### config.mk
export PLATFORM = sky130hd
export DESIGN_NAME = pipe_hazard_ctrl_flat
export DESIGN_NICKNAME = d
export VERILOG_FILES = /design/src/rtl/pipe_hazard_ctrl_if.sv /design/src/rtl/pipe_hazard_ctrl.sv /design/src/flat_wrapper.sv
export SDC_FILE = /design/constraint.sdc
export NUM_CORES = 1
export LEC_CHECK = 0
export CAP_MARGIN = 30
export CORE_MARGIN = 5
export CORE_UTILIZATION = 30
export CTS_CLUSTER_DIAMETER = 60
export DETAILED_ROUTE_END_ITERATION = 6
export PLACE_DENSITY = 0.67
export SLEW_MARGIN = 20
export SYNTH_ARGS = -nofsm -noshare
export SYNTH_HDL_FRONTEND = slang
export SYNTH_SLANG_ARGS = --single-unit
export TNS_END_PERCENT = 30
### constraint.sdc
create_clock -name clk -period 3.7 [get_ports clk]
set_input_delay 0.555 -clock clk [delete_from_list [all_inputs] [get_ports clk]]
set_output_delay 0.555 -clock clk [all_outputs]
set_load 0.005 [all_outputs]
### src/rtl/pipe_hazard_ctrl_if.sv
// Hazard-controller bundle: decode/exe/mem/wb hazard inputs plus the stage-control,
// forwarding and stall-counter outputs. The slave modport belongs to the controller.
interface pipe_hazard_ctrl_if #(
    parameter int REG_AW      = 5,
    parameter int FWD_W       = 2,
    parameter int STALL_CNT_W = 16
);
    logic [REG_AW-1:0]      id_rs1;
    logic [REG_AW-1:0]      id_rs2;
    logic                   id_rs1_en;
    logic                   id_rs2_en;
    logic [REG_AW-1:0]      ex_rd;
    logic                   ex_we;
    logic                   ex_is_load;
    logic                   ex_busy;
    logic                   ex_redirect;
    logic [REG_AW-1:0]      mem_rd;
    logic                   mem_we;
    logic [REG_AW-1:0]      wb_rd;
    logic                   wb_we;
    logic                   icache_miss;
    logic                   pc_en;
    logic                   fd_en;
    logic                   fd_flush;
    logic                   de_en;
    logic                   de_flush;
    logic                   em_en;
    logic                   mw_en;
    logic                   mw_flush;
    logic [FWD_W-1:0]       fwd_sel1;
    logic [FWD_W-1:0]       fwd_sel2;
    logic [STALL_CNT_W-1:0] lu_stall_cnt;
    logic [STALL_CNT_W-1:0] miss_stall_cnt;

    modport master (
        output id_rs1, id_rs2, id_rs1_en, id_rs2_en, ex_rd, ex_we, ex_is_load,
               ex_busy, ex_redirect, mem_rd, mem_we, wb_rd, wb_we, icache_miss,
        input  pc_en, fd_en, fd_flush, de_en, de_flush, em_en, mw_en, mw_flush,
               fwd_sel1, fwd_sel2, lu_stall_cnt, miss_stall_cnt
    );

    modport slave (
        input  id_rs1, id_rs2, id_rs1_en, id_rs2_en, ex_rd, ex_we, ex_is_load,
               ex_busy, ex_redirect, mem_rd, mem_we, wb_rd, wb_we, icache_miss,
        output pc_en, fd_en, fd_flush, de_en, de_flush, em_en, mw_en, mw_flush,
               fwd_sel1, fwd_sel2, lu_stall_cnt, miss_stall_cnt
    );
endinterface

### src/rtl/pipe_hazard_ctrl.sv
// 5-stage pipeline hazard/control: stage enables and flushes, EXE forwarding, load-use
// interlock, I-cache miss freeze/replay. Stall counters exist only with PIPE_HAZARD_CTRL_PERF_EN.
module pipe_hazard_ctrl #(
    parameter int REG_AW      = 5,
    parameter int FWD_W       = 2,
    parameter int STALL_CNT_W = 16
) (
    input  logic              clk,
    input  logic              nrst,
    pipe_hazard_ctrl_if.slave bus
);
    typedef enum logic [1:0] {
        RUN    = 2'd0,
        MISS   = 2'd1,
        REPLAY = 2'd2
    } state_e;

    state_e                 state_q;
    state_e                 state_d;
    logic [1:0][REG_AW-1:0] id_rs;
    logic [1:0]             id_rs_en;
    logic [1:0][REG_AW-1:0] ex_rs_q;
    logic [1:0][REG_AW-1:0] ex_rs_d;
    logic [1:0][FWD_W-1:0]  fwd_sel;
    logic [1:0]             rs_hit;
    logic                   lu;
    logic                   lu_cyc;
    logic                   miss_cyc;

    assign id_rs    = {bus.id_rs2, bus.id_rs1};
    assign id_rs_en = {bus.id_rs2_en, bus.id_rs1_en};

    // Per operand: EXE source copy, forwarding select (MEM beats WB, x0 never) and load-use match
    generate
        for (genvar gi = 0; gi < 2; gi++) begin : g_opnd
            assign ex_rs_d[gi] = bus.de_flush ? '0 : (bus.de_en ? id_rs[gi] : ex_rs_q[gi]);
            assign fwd_sel[gi] =
                (bus.mem_we && (bus.mem_rd != '0) && (bus.mem_rd == ex_rs_q[gi])) ? FWD_W'(2) :
                (bus.wb_we  && (bus.wb_rd  != '0) && (bus.wb_rd  == ex_rs_q[gi])) ? FWD_W'(1) :
                '0;
            assign rs_hit[gi] = id_rs_en[gi] && (id_rs[gi] == bus.ex_rd);
        end
    endgenerate

    assign bus.fwd_sel1 = fwd_sel[0];
    assign bus.fwd_sel2 = fwd_sel[1];
    assign lu = bus.ex_is_load && bus.ex_we && (bus.ex_rd != '0) && (|rs_hit);

    always_ff @(posedge clk) begin
        if (!nrst) begin
            state_q <= RUN;
            ex_rs_q <= '0;
        end else begin
            state_q <= state_d;
            ex_rs_q <= ex_rs_d;
        end
    end

    always_comb begin
        state_d      = state_q;
        bus.pc_en    = 1'b1;
        bus.fd_en    = 1'b1;
        bus.fd_flush = 1'b0;
        bus.de_en    = 1'b1;
        bus.de_flush = 1'b0;
        bus.em_en    = 1'b1;
        bus.mw_en    = 1'b1;
        bus.mw_flush = 1'b0;
        lu_cyc       = 1'b0;
        miss_cyc     = 1'b0;
        if (bus.ex_busy) begin
            // Drain MEM into WB as a bubble; everything upstream waits, FSM frozen
            bus.pc_en    = 1'b0;
            bus.fd_en    = 1'b0;
            bus.de_en    = 1'b0;
            bus.em_en    = 1'b0;
            bus.mw_flush = 1'b1;
        end else if (bus.ex_redirect) begin
            bus.fd_flush = 1'b1;
            bus.de_flush = 1'b1;
            state_d      = RUN;
        end else if ((state_q == MISS) || ((state_q == RUN) && bus.icache_miss)) begin
            bus.pc_en = 1'b0;
            bus.fd_en = 1'b0;
            bus.de_en = 1'b0;
            bus.em_en = 1'b0;
            bus.mw_en = 1'b0;
            miss_cyc  = 1'b1;
            state_d   = bus.icache_miss ? MISS : ((state_q == MISS) ? REPLAY : RUN);
        end else if (state_q == REPLAY) begin
            // FETCH->DECODE takes the refilled word while EXE gets a bubble
            bus.pc_en    = 1'b0;
            bus.de_flush = 1'b1;
            miss_cyc     = 1'b1;
            state_d      = RUN;
        end else if (lu) begin
            bus.pc_en    = 1'b0;
            bus.fd_en    = 1'b0;
            bus.de_flush = 1'b1;
            lu_cyc       = 1'b1;
        end
    end

`ifdef PIPE_HAZARD_CTRL_PERF_EN
    logic [STALL_CNT_W-1:0] lu_cnt_q;
    logic [STALL_CNT_W-1:0] miss_cnt_q;

    always_ff @(posedge clk) begin
        if (!nrst) begin
            lu_cnt_q   <= '0;
            miss_cnt_q <= '0;
        end else begin
            if (lu_cyc && (lu_cnt_q != '1)) begin
                lu_cnt_q <= lu_cnt_q + 1'b1;
            end
            if (miss_cyc && (miss_cnt_q != '1)) begin
                miss_cnt_q <= miss_cnt_q + 1'b1;
            end
        end
    end

    assign bus.lu_stall_cnt   = lu_cnt_q;
    assign bus.miss_stall_cnt = miss_cnt_q;
`else
    logic unused_perf;
    assign unused_perf        = lu_cyc ^ miss_cyc;
    assign bus.lu_stall_cnt   = '0;
    assign bus.miss_stall_cnt = '0;
`endif
endmodule

### src/flat_wrapper.sv
// flat-port wrapper written by rule: the top's interface ports become plain ports
module pipe_hazard_ctrl_flat 
#(
    parameter int REG_AW      = 5,
    parameter int FWD_W       = 2,
    parameter int STALL_CNT_W = 16
)
  (clk, nrst, bus_id_rs1, bus_id_rs2, bus_id_rs1_en, bus_id_rs2_en, bus_ex_rd, bus_ex_we, bus_ex_is_load, bus_ex_busy, bus_ex_redirect, bus_mem_rd, bus_mem_we, bus_wb_rd, bus_wb_we, bus_icache_miss, bus_pc_en, bus_fd_en, bus_fd_flush, bus_de_en, bus_de_flush, bus_em_en, bus_mw_en, bus_mw_flush, bus_fwd_sel1, bus_fwd_sel2, bus_lu_stall_cnt, bus_miss_stall_cnt);
  pipe_hazard_ctrl_if #(.REG_AW(REG_AW), .FWD_W(FWD_W), .STALL_CNT_W(STALL_CNT_W)) bus_i ();
  input  logic clk;
  input  logic nrst;
  input wire logic [$bits(bus_i.id_rs1)-1:0] bus_id_rs1;
  input wire logic [$bits(bus_i.id_rs2)-1:0] bus_id_rs2;
  input wire logic [$bits(bus_i.id_rs1_en)-1:0] bus_id_rs1_en;
  input wire logic [$bits(bus_i.id_rs2_en)-1:0] bus_id_rs2_en;
  input wire logic [$bits(bus_i.ex_rd)-1:0] bus_ex_rd;
  input wire logic [$bits(bus_i.ex_we)-1:0] bus_ex_we;
  input wire logic [$bits(bus_i.ex_is_load)-1:0] bus_ex_is_load;
  input wire logic [$bits(bus_i.ex_busy)-1:0] bus_ex_busy;
  input wire logic [$bits(bus_i.ex_redirect)-1:0] bus_ex_redirect;
  input wire logic [$bits(bus_i.mem_rd)-1:0] bus_mem_rd;
  input wire logic [$bits(bus_i.mem_we)-1:0] bus_mem_we;
  input wire logic [$bits(bus_i.wb_rd)-1:0] bus_wb_rd;
  input wire logic [$bits(bus_i.wb_we)-1:0] bus_wb_we;
  input wire logic [$bits(bus_i.icache_miss)-1:0] bus_icache_miss;
  output wire logic [$bits(bus_i.pc_en)-1:0] bus_pc_en;
  output wire logic [$bits(bus_i.fd_en)-1:0] bus_fd_en;
  output wire logic [$bits(bus_i.fd_flush)-1:0] bus_fd_flush;
  output wire logic [$bits(bus_i.de_en)-1:0] bus_de_en;
  output wire logic [$bits(bus_i.de_flush)-1:0] bus_de_flush;
  output wire logic [$bits(bus_i.em_en)-1:0] bus_em_en;
  output wire logic [$bits(bus_i.mw_en)-1:0] bus_mw_en;
  output wire logic [$bits(bus_i.mw_flush)-1:0] bus_mw_flush;
  output wire logic [$bits(bus_i.fwd_sel1)-1:0] bus_fwd_sel1;
  output wire logic [$bits(bus_i.fwd_sel2)-1:0] bus_fwd_sel2;
  output wire logic [$bits(bus_i.lu_stall_cnt)-1:0] bus_lu_stall_cnt;
  output wire logic [$bits(bus_i.miss_stall_cnt)-1:0] bus_miss_stall_cnt;
  assign bus_i.id_rs1 = bus_id_rs1;
  assign bus_i.id_rs2 = bus_id_rs2;
  assign bus_i.id_rs1_en = bus_id_rs1_en;
  assign bus_i.id_rs2_en = bus_id_rs2_en;
  assign bus_i.ex_rd = bus_ex_rd;
  assign bus_i.ex_we = bus_ex_we;
  assign bus_i.ex_is_load = bus_ex_is_load;
  assign bus_i.ex_busy = bus_ex_busy;
  assign bus_i.ex_redirect = bus_ex_redirect;
  assign bus_i.mem_rd = bus_mem_rd;
  assign bus_i.mem_we = bus_mem_we;
  assign bus_i.wb_rd = bus_wb_rd;
  assign bus_i.wb_we = bus_wb_we;
  assign bus_i.icache_miss = bus_icache_miss;
  assign bus_pc_en = bus_i.pc_en;
  assign bus_fd_en = bus_i.fd_en;
  assign bus_fd_flush = bus_i.fd_flush;
  assign bus_de_en = bus_i.de_en;
  assign bus_de_flush = bus_i.de_flush;
  assign bus_em_en = bus_i.em_en;
  assign bus_mw_en = bus_i.mw_en;
  assign bus_mw_flush = bus_i.mw_flush;
  assign bus_fwd_sel1 = bus_i.fwd_sel1;
  assign bus_fwd_sel2 = bus_i.fwd_sel2;
  assign bus_lu_stall_cnt = bus_i.lu_stall_cnt;
  assign bus_miss_stall_cnt = bus_i.miss_stall_cnt;
  pipe_hazard_ctrl #(.REG_AW(REG_AW), .FWD_W(FWD_W), .STALL_CNT_W(STALL_CNT_W)) u_core (.clk(clk), .nrst(nrst), .bus(bus_i));
endmodule
== Yosys cells after proc, flatten, opt, wreduce, memory -nomap -nowiden ==
Index checks and enable logic that the tools add are counted.
Word-level totals
  bits in registers: 12
  input port bits: 36
  output and inout bits: 44
  word-level logic and storage cells: 64
Cells by class
  eq/ne operators: 8
  multiplexer cells: 30
  bitwise operators: 2
  reductions and logical operators: 21
Operators by type and width (count)
  5-bit == test: 6
  1-bit 2-to-1 mux: 23
  5-bit nonzero test: 3
  2-bit 2-to-1 mux: 7
  1-bit logical AND: 12
  2-bit OR reduction: 2
  3-bit nonzero test: 1
  2-bit by 1-bit == test with 1-bit output, second input constant: 1
  2-bit == test, second input constant: 1
  2-bit zero test: 1
  1-bit inverter: 2
  2-bit AND reduction: 1
  1-bit logical OR: 1

== Logic depth before layout (Yosys ltp) ==
Gate-level depths: netlist of the first run.
  depth after elaboration: 10
  depth in mapped cells: 6
  mapped depth without buffers: 4

== Least setup slack after synthesis of the first run ==
No wires, ideal clock.
  path kind: input -> output
  from: input port bus_mem_rd[4]
  to: output port bus_fwd_sel1[0]
  arrival time: 1.595 ns
  data required time: 3.145 ns
  setup slack: 1.550 ns
  cell stages on the path: 4
  buffers on the path: 0
  cells stage by stage: or4_1 > o21ai_2 > nor4_1 > nor4_2
On the way
  longest elaborated chain between the ends: 4
  elaborated cells between the ends (all ways): 5
  classes of those cells: eq/ne (1); mux (1); reduce/logical (3)
Ends and longest elaborated chain
  start: declaration: RTL line flat_wrapper.sv:21  | input wire logic [$bits(bus_i.mem_rd)-1:0] bus_mem_rd;
  5-bit nonzero test: RTL line pipe_hazard_ctrl.sv:38  | (bus.mem_we && (bus.mem_rd != '0) && (bus.mem_rd == ex_rs_q[gi])) ? FWD_W'(2) :
  1-bit logical AND: RTL line pipe_hazard_ctrl.sv:38
  1-bit logical AND *: RTL line pipe_hazard_ctrl.sv:38
  2-bit 2-to-1 mux *: RTL line pipe_hazard_ctrl.sv:38
  end: declaration: RTL line flat_wrapper.sv:34  | output wire logic [$bits(bus_i.fwd_sel1)-1:0] bus_fwd_sel1;
Every way passes the cells marked *; elsewhere a longest branch is shown, timed or not.

== Final worst setup path of the first run ==
  from: input port bus_mem_rd[0]
  to: output port bus_fwd_sel1[0]
The elaborated chain is that of the path after synthesis.

==> results of run 1 <==
registers in the layout, summed over array words and instances, names as in the netlist:
register	flops
u_core.state_q	2
u_core.ex_rs_q	10
power by group through the flow:
stage | clock [W] | sequential [W] | combinational [W]
3_5_place_dp | 0 | 0.000158 | 0.000161
5_1_grt | 0.000155 | 0.000157 | 0.000180
4_1_cts | 0.000148 | 0.000155 | 0.000163
6_report | 0.000147 | 0.000155 | 0.000163
3_3_place_gp | 0 | 0.000158 | 0.000161
2_1_floorplan | 0 | 0.000154 | 0.000116
how the worst max path moves through the flow:
stage | start | to | slack [ns] | cells after the start
after global placement | bus_mem_rd[0] | bus_fwd_sel1[0] | 0.50 | 6
after CTS | bus_mem_rd[0] | bus_fwd_sel1[0] | 0.49 | 6
after detailed placement | bus_mem_rd[0] | bus_fwd_sel1[0] | 0.49 | 6
after global routing | bus_mem_rd[0] | bus_fwd_sel1[0] | 0.40 | 6
after floorplan | bus_mem_rd[4] | bus_fwd_sel1[0] | 1.55 | 4
final | bus_mem_rd[0] | bus_fwd_sel1[0] | 0.51 | 6
cells in the final DEF, fill, tap and decap left out, drive strengths merged:
| cell | n |
|---|---|
| clkdlybuf4s50 | 47 |
| a21boi | 1 |
| nor4 | 4 |
| o221ai | 1 |
| or2 | 1 |
| o22ai | 2 |
| nand2 | 4 |
| or4 | 5 |
| xnor2 | 16 |
| mux2i | 10 |
| a31o | 1 |
| clkbuf | 4 |
| nor3 | 3 |
| nand4 | 2 |
| nor2b | 4 |
| a21oi | 13 |
| nor2 | 4 |
| a2bb2oi | 1 |
| inv | 1 |
| o21ai | 4 |
| conb | 32 |
| o21a | 1 |
| xor2 | 14 |
| buf | 1 |
| o211ai | 1 |
| dfxtp | 12 |
| nand2b | 1 |
| nand3 | 2 |
| o211a | 1 |
layout make-up:
| type | instances | area (sq um) |
|---|---|---|
| Tap cell | 50 | 62.56 |
| Multi-Input combinational cell | 128 | 885.9 |
| Timing Repair Buffer | 48 | 478.0 |
| Clock buffer | 4 | 55.05 |
| Fill cell | 396 | 2361 |
| Sequential cell | 12 | 240.2 |
| Inverter | 1 | 3.754 |
metal layers:
layer	GRT usage [%]	vias to the layer above	share of wire (%)
met3	3.562	6	7.3
li1	-	534	-
met5	0	-	0
met2	17.26	37	49
met1	15.11	486	42
met4	3.301	0	1.1
tightest hold or removal path, delay by kind of cell, from the launching register on:
| kind | cells | cell delay, ns |
|---|---|---|
| AO/OA/AOI/OAI | 2 | 0.14 |
| flip-flops | 1 | 0.34 |
logic make-up after synthesis:
kind of cell	Yosys count
xor gates and xnor gates	30
muxes	10
buffers and inverters	37
other	1
and+or+nand+nor	30
AOI/OAI and AO/OA	26
DFF	12
per-stage QoR:
step                total power [W]  hold WS (ns)
detailed placement        0.0003194        0.5113
finish                    0.0004651        0.5222
global placement          0.0003189        0.5142
global route              0.0004918        0.5668
floorplan                 0.0002699        0.4793
CTS                       0.0004667        0.5209
==> qor.yml, run 1 <==
status: "finished, final reports clean"
ys_ff_latch: 12
maxCapViolations: 0
drive_above_1_share_pct: 8.290
finalCritPeriodShare_pct: 86.17
cts_root_buf: "clkbuf_8"
path_max_fanout: 3
drt_iter0_markers: 24
power_density_nw_per_um2: 269.5
path_common_cell: "clkdlybuf4s50_1"
start_kind: "input pin"
synth-compound-area-share_pct: 16.15
cts-buffers-inserted: 3
holdPathEnd: "u_core.state_q[0]"
yosys.area.top_type: "buf_4"
dpl.cell_count: 239
syn_area_sq_um: 1294
fin_cells: 243
pwr-share-seq_pct: 33.4
cts.sinks: 12
core_sq_um: 4086
peakVddDrop_uv: 217.1
slew_violations: 0
cp-end-kind: "output pin"
finalInstanceArea_sq_um: 1725
r2r_end: "u_core.ex_rs_q[9]"
tritoncts: "yes"
cp_cell_sequence: "clkdlybuf4s50_1 > or4_1 > o21ai_2 > nor4_1 > nor4_2 > clkdlybuf4s50_1"
finalSetupTns_ns: 0
fmax_ghz: 0.3136
r2r_slack_ns: 2.12
setup_viol: 0
dr.pass1.iters: 4
drc_errors: 0
postCtsHoldBufs: 0
netlist_instances: 146
io_buffers: 47
synth_top_area_share_pct: 19.73
clock_power_share_pct: 31.6
crit_family: "buffers and inverters"
clk_pin_slew_ns: 0.06
crit_buf_inv: 2
finalHoldViolCount: 0
clock_latency_ns: 0.24
slowest_delay_ns: 0.54
grt_max_degree: 11
overflow: 0
ys_types: 36
power.internal_w: 0.0003256
cts_resized: 0
fin_ws_ns: 0.5117
initial_core_util_pct: 31.66
required_ns: 3.14
slowest_stage: "or4_1"
ant_nets: 0
synthArstFlopShare_pct: 0
synth-main-ff-cell: "dfxtp_1"
power_switching_share_pct: 29.99
dp_hpwl_um: 2706
tightest_slew_ns: 0.4944
synthTopCellsByArea: "buf_4 (20%), dfxtp_1 (19%), xnor2_1 (11%), xor2_1 (9.5%), mux2i_1 (7.7%)"
htreeDepth: 1
holdPathStages: 2
vias: 1063
die_area_sq_um: 5726
yosysMostFrequentCell: "buf_4"
gr-usage-all-layers_pct: 11.25
die_h_um: 75.67
relSlewSlack_pct: 66.73
ys_seq_area_share_pct: 18.57
antenna_found_initial: 0
period_minus_slack_ns: 3.188
synth_edf_count: 0
avgSynthCellArea_sq_um: 8.861
rsz0062_at_grt: "no"
pin_count: 80
grt_pass1_vias: 997
leakage_nw: 0.6881
routedWlPerCell_um: 13.22
rows: 23
ff2ff_path_depth: 5
postCtsSetupBuffers: 0
post_dp_cell_area_sq_um: 1670
syn2layout_area_growth_pct: 33.37
path_class: "input pin to output pin"
arrival_ns: 2.63
viasPerCell: 4.374
reg2reg_from: "u_core.state_q[0]"
synth_warnings: 0
synth_simple_gate_area_share_pct: 14.99
synthXorXnorAreaFrac_pct: 20.31
synth.area.mux_share_pct: 7.737
wirelength_um: 3213
finish.utilization_pct: 42.22
final_nets: 230
comb_power_share_pct: 35.0
die_w_um: 75.67
diodes: 0
holdCritPathClass: "register to register"
cts_buffer_depth: 2
worstHoldStart: "u_core.state_q[0]"
pre_cts_slack_ns: 0.4934
place.gp.congestion: 0.7771
synthAdderAreaFrac_pct: 0
grt_first_pass_wirelength_um: 4919
skew_ns: 0.002331
synth_top_family_by_area: "buffers and inverters"
power.switching_w: 0.0001395
synthTopCellsByCount: "buf_4 (34), xnor2_1 (16), xor2_1 (14)"
Note: power is estimated with default switching activity, not from simulation.
==> inputs of run 2 (changes only) <==
--- a/config.mk
+++ b/config.mk
@@ -5,12 +5,12 @@
 export SDC_FILE = /design/constraint.sdc
 export NUM_CORES = 1
 export LEC_CHECK = 0
-export CAP_MARGIN = 30
+export CAP_MARGIN = 20
 export CORE_MARGIN = 5
-export CORE_UTILIZATION = 30
+export CORE_UTILIZATION = 40
 export CTS_CLUSTER_DIAMETER = 60
 export DETAILED_ROUTE_END_ITERATION = 6
-export PLACE_DENSITY = 0.67
+export PLACE_DENSITY = 0.86
 export SLEW_MARGIN = 20
 export SYNTH_ARGS = -nofsm -noshare
 export SYNTH_HDL_FRONTEND = slang
==> run 2 against run 1 <==
Compared with the run above:
- sequential cell count unchanged
- fmax is 0.12% lower
- count of clock-buffer cells in the layout unchanged
- sequential power is essentially flat
- wire length down 4.3%
- global-route usage rose by 2.5 points
- combinational power about the same
- die area is 22% lower
- clock power decreased by 27%
- critical endpoint unchanged
- largest cell class unchanged
==> qor.yml, run 2 (same netlist as run 1, synthesis figures left out) <==
fillers: 301
pin_count: 80
leakage_nw: 0.6804
final_nets: 230
arrival_ns: 2.64
maxCapViolations: 0
cts_root_buf: "clkbuf_4"
finish.utilization_pct: 55.20
cts.sinks: 12
place.gp.congestion: 0.8026
die_h_um: 66.87
met1_usage_pct: 16.06
cts_buffer_depth: 2
setup_viol: 0
largest_reg_flops: 10
cts_resized: 0
die_area_sq_um: 4472
skew_ns: 0.003414
peakVddDrop_uv: 200.9
relSlewSlack_pct: 63.94
core_sq_um: 3078
largest_register: "u_core.ex_rs_q"
rsz0062_at_grt: "no"
postCtsSetupBuffers: 0
final_common_cell: "clkdlybuf4s50_1"
fmax_ghz: 0.3133
postCtsHoldBufs: 0
cts-buffers-inserted: 3
overflow: 0
design_power_total_w: 0.0004255
viasPerCell: 4.565
dpl.cell_count: 233
wirelength_um: 3076
antenna_found_initial: 0
gr-usage-all-layers_pct: 13.79
rows: 20
io_buffers: 47
finalCritPeriodShare_pct: 86.28
routedWlPerCell_um: 12.98
holdCritPathClass: "register to register"
slew_violations: 0
dp_hpwl_um: 2587
power_density_nw_per_um2: 250.4
drt_iter0_markers: 20
path_class: "input pin to output pin"
grt_max_degree: 15
die_w_um: 66.87
finalSetupTns_ns: 0
grtUsageMet3_pct: 4.553
grt_first_pass_wirelength_um: 4609
period_minus_slack_ns: 3.192
clk_pin_slew_ns: 0.07
top_usage_layer: "met2"
tritoncts: "yes"
most-common-layout-cells: "clkdlybuf4s50_1 (47), conb_1 (32), xnor2_1 (16), xor2_1 (14)"
path_max_fanout: 3
start_kind: "input pin"
diodes: 0
clock_latency_ns: 0.28
tightest_slew_ns: 0.5408
grt_pass1_vias: 1035
dr.pass1.iters: 4
grtUsageMet2_pct: 23.89
htreeDepth: 1
fin_cells: 237
finalHoldViolCount: 0
vias: 1082
status: "finished, final reports clean"
syn2layout_area_growth_pct: 31.33
drc_errors: 0
drive_above_1_share_pct: 8.290
ant_nets: 0
required_ns: 3.14
hold_slack_ns: 0.5227
reg_top3: "u_core.ex_rs_q (10), u_core.state_q (2)"
cp-end-kind: "output pin"
initial_core_util_pct: 42.03
==> run 2: cell counts in the layout (fill, tap and decap cells not counted) <==
No cell type changed its count.
==> run 2: cell type report <==
| type | instances | area, sq um | share of cell area, % |
|---|---|---|---|
| timing repair buffer | 48 | 478.0 | 28.13 |
| inverter | 1 | 3.754 | 0.2209 |
| tap | 44 | 55.05 | 3.240 |
| sequential | 12 | 240.2 | 14.14 |
| clock buffer | 4 | 36.28 | 2.135 |
| multi-input combinational | 128 | 885.9 | 52.14 |
==> run 2: per-layer routing <==
layer / share of wire (%) / routed length, um
met4: 0.88 / 27
met1: 39 / 1196
met5: 0 / 0
met2: 51 / 1569
met3: 9.2 / 284
==> run 2: report_power, final <==
| part | switching (W) | total [W] | internal (W) | leakage, nW |
|---|---|---|---|---|
| registers | 0.0000143 | 0.000155 | 0.000141 | 0.0989 |
| clock network | 0.0000482 | 0.000108 | 0.0000600 | 0.0210 |
| logic | 0.0000719 | 0.000162 | 0.0000904 | 0.561 |
==> run 2: per-stage QoR <==
step / area, sq um / setup slack [ns]
final: 1699 / 0.5078
after global routing: 1699 / 0.3859
after CTS: 1699 / 0.4789
after detailed placement: 1663 / 0.4811
after global placement: 1663 / 0.5336
after floorplan: 1410 / 1.550
==> run 2: critical path, cell delays in order <==
cell             delay [ns]
clkdlybuf4s50_1        0.47
or4_1                  0.56
o21ai_2                0.15
nor4_1                 0.10
nor4_2                 0.25
clkdlybuf4s50_1        0.54
==> run 2: final timing paths <==
kind	slack [ns]	cells after the start	startpoint	end
worst max-delay path	0.51	6	bus_mem_rd[4]	bus_fwd_sel1[0]
worst min-delay path	0.52	2	u_core.state_q[0]	u_core.state_q[0]
worst max register to register	2.12	5	u_core.state_q[0]	u_core.ex_rs_q[3]
worst min register to register	0.52	2	u_core.state_q[0]	u_core.state_q[0]
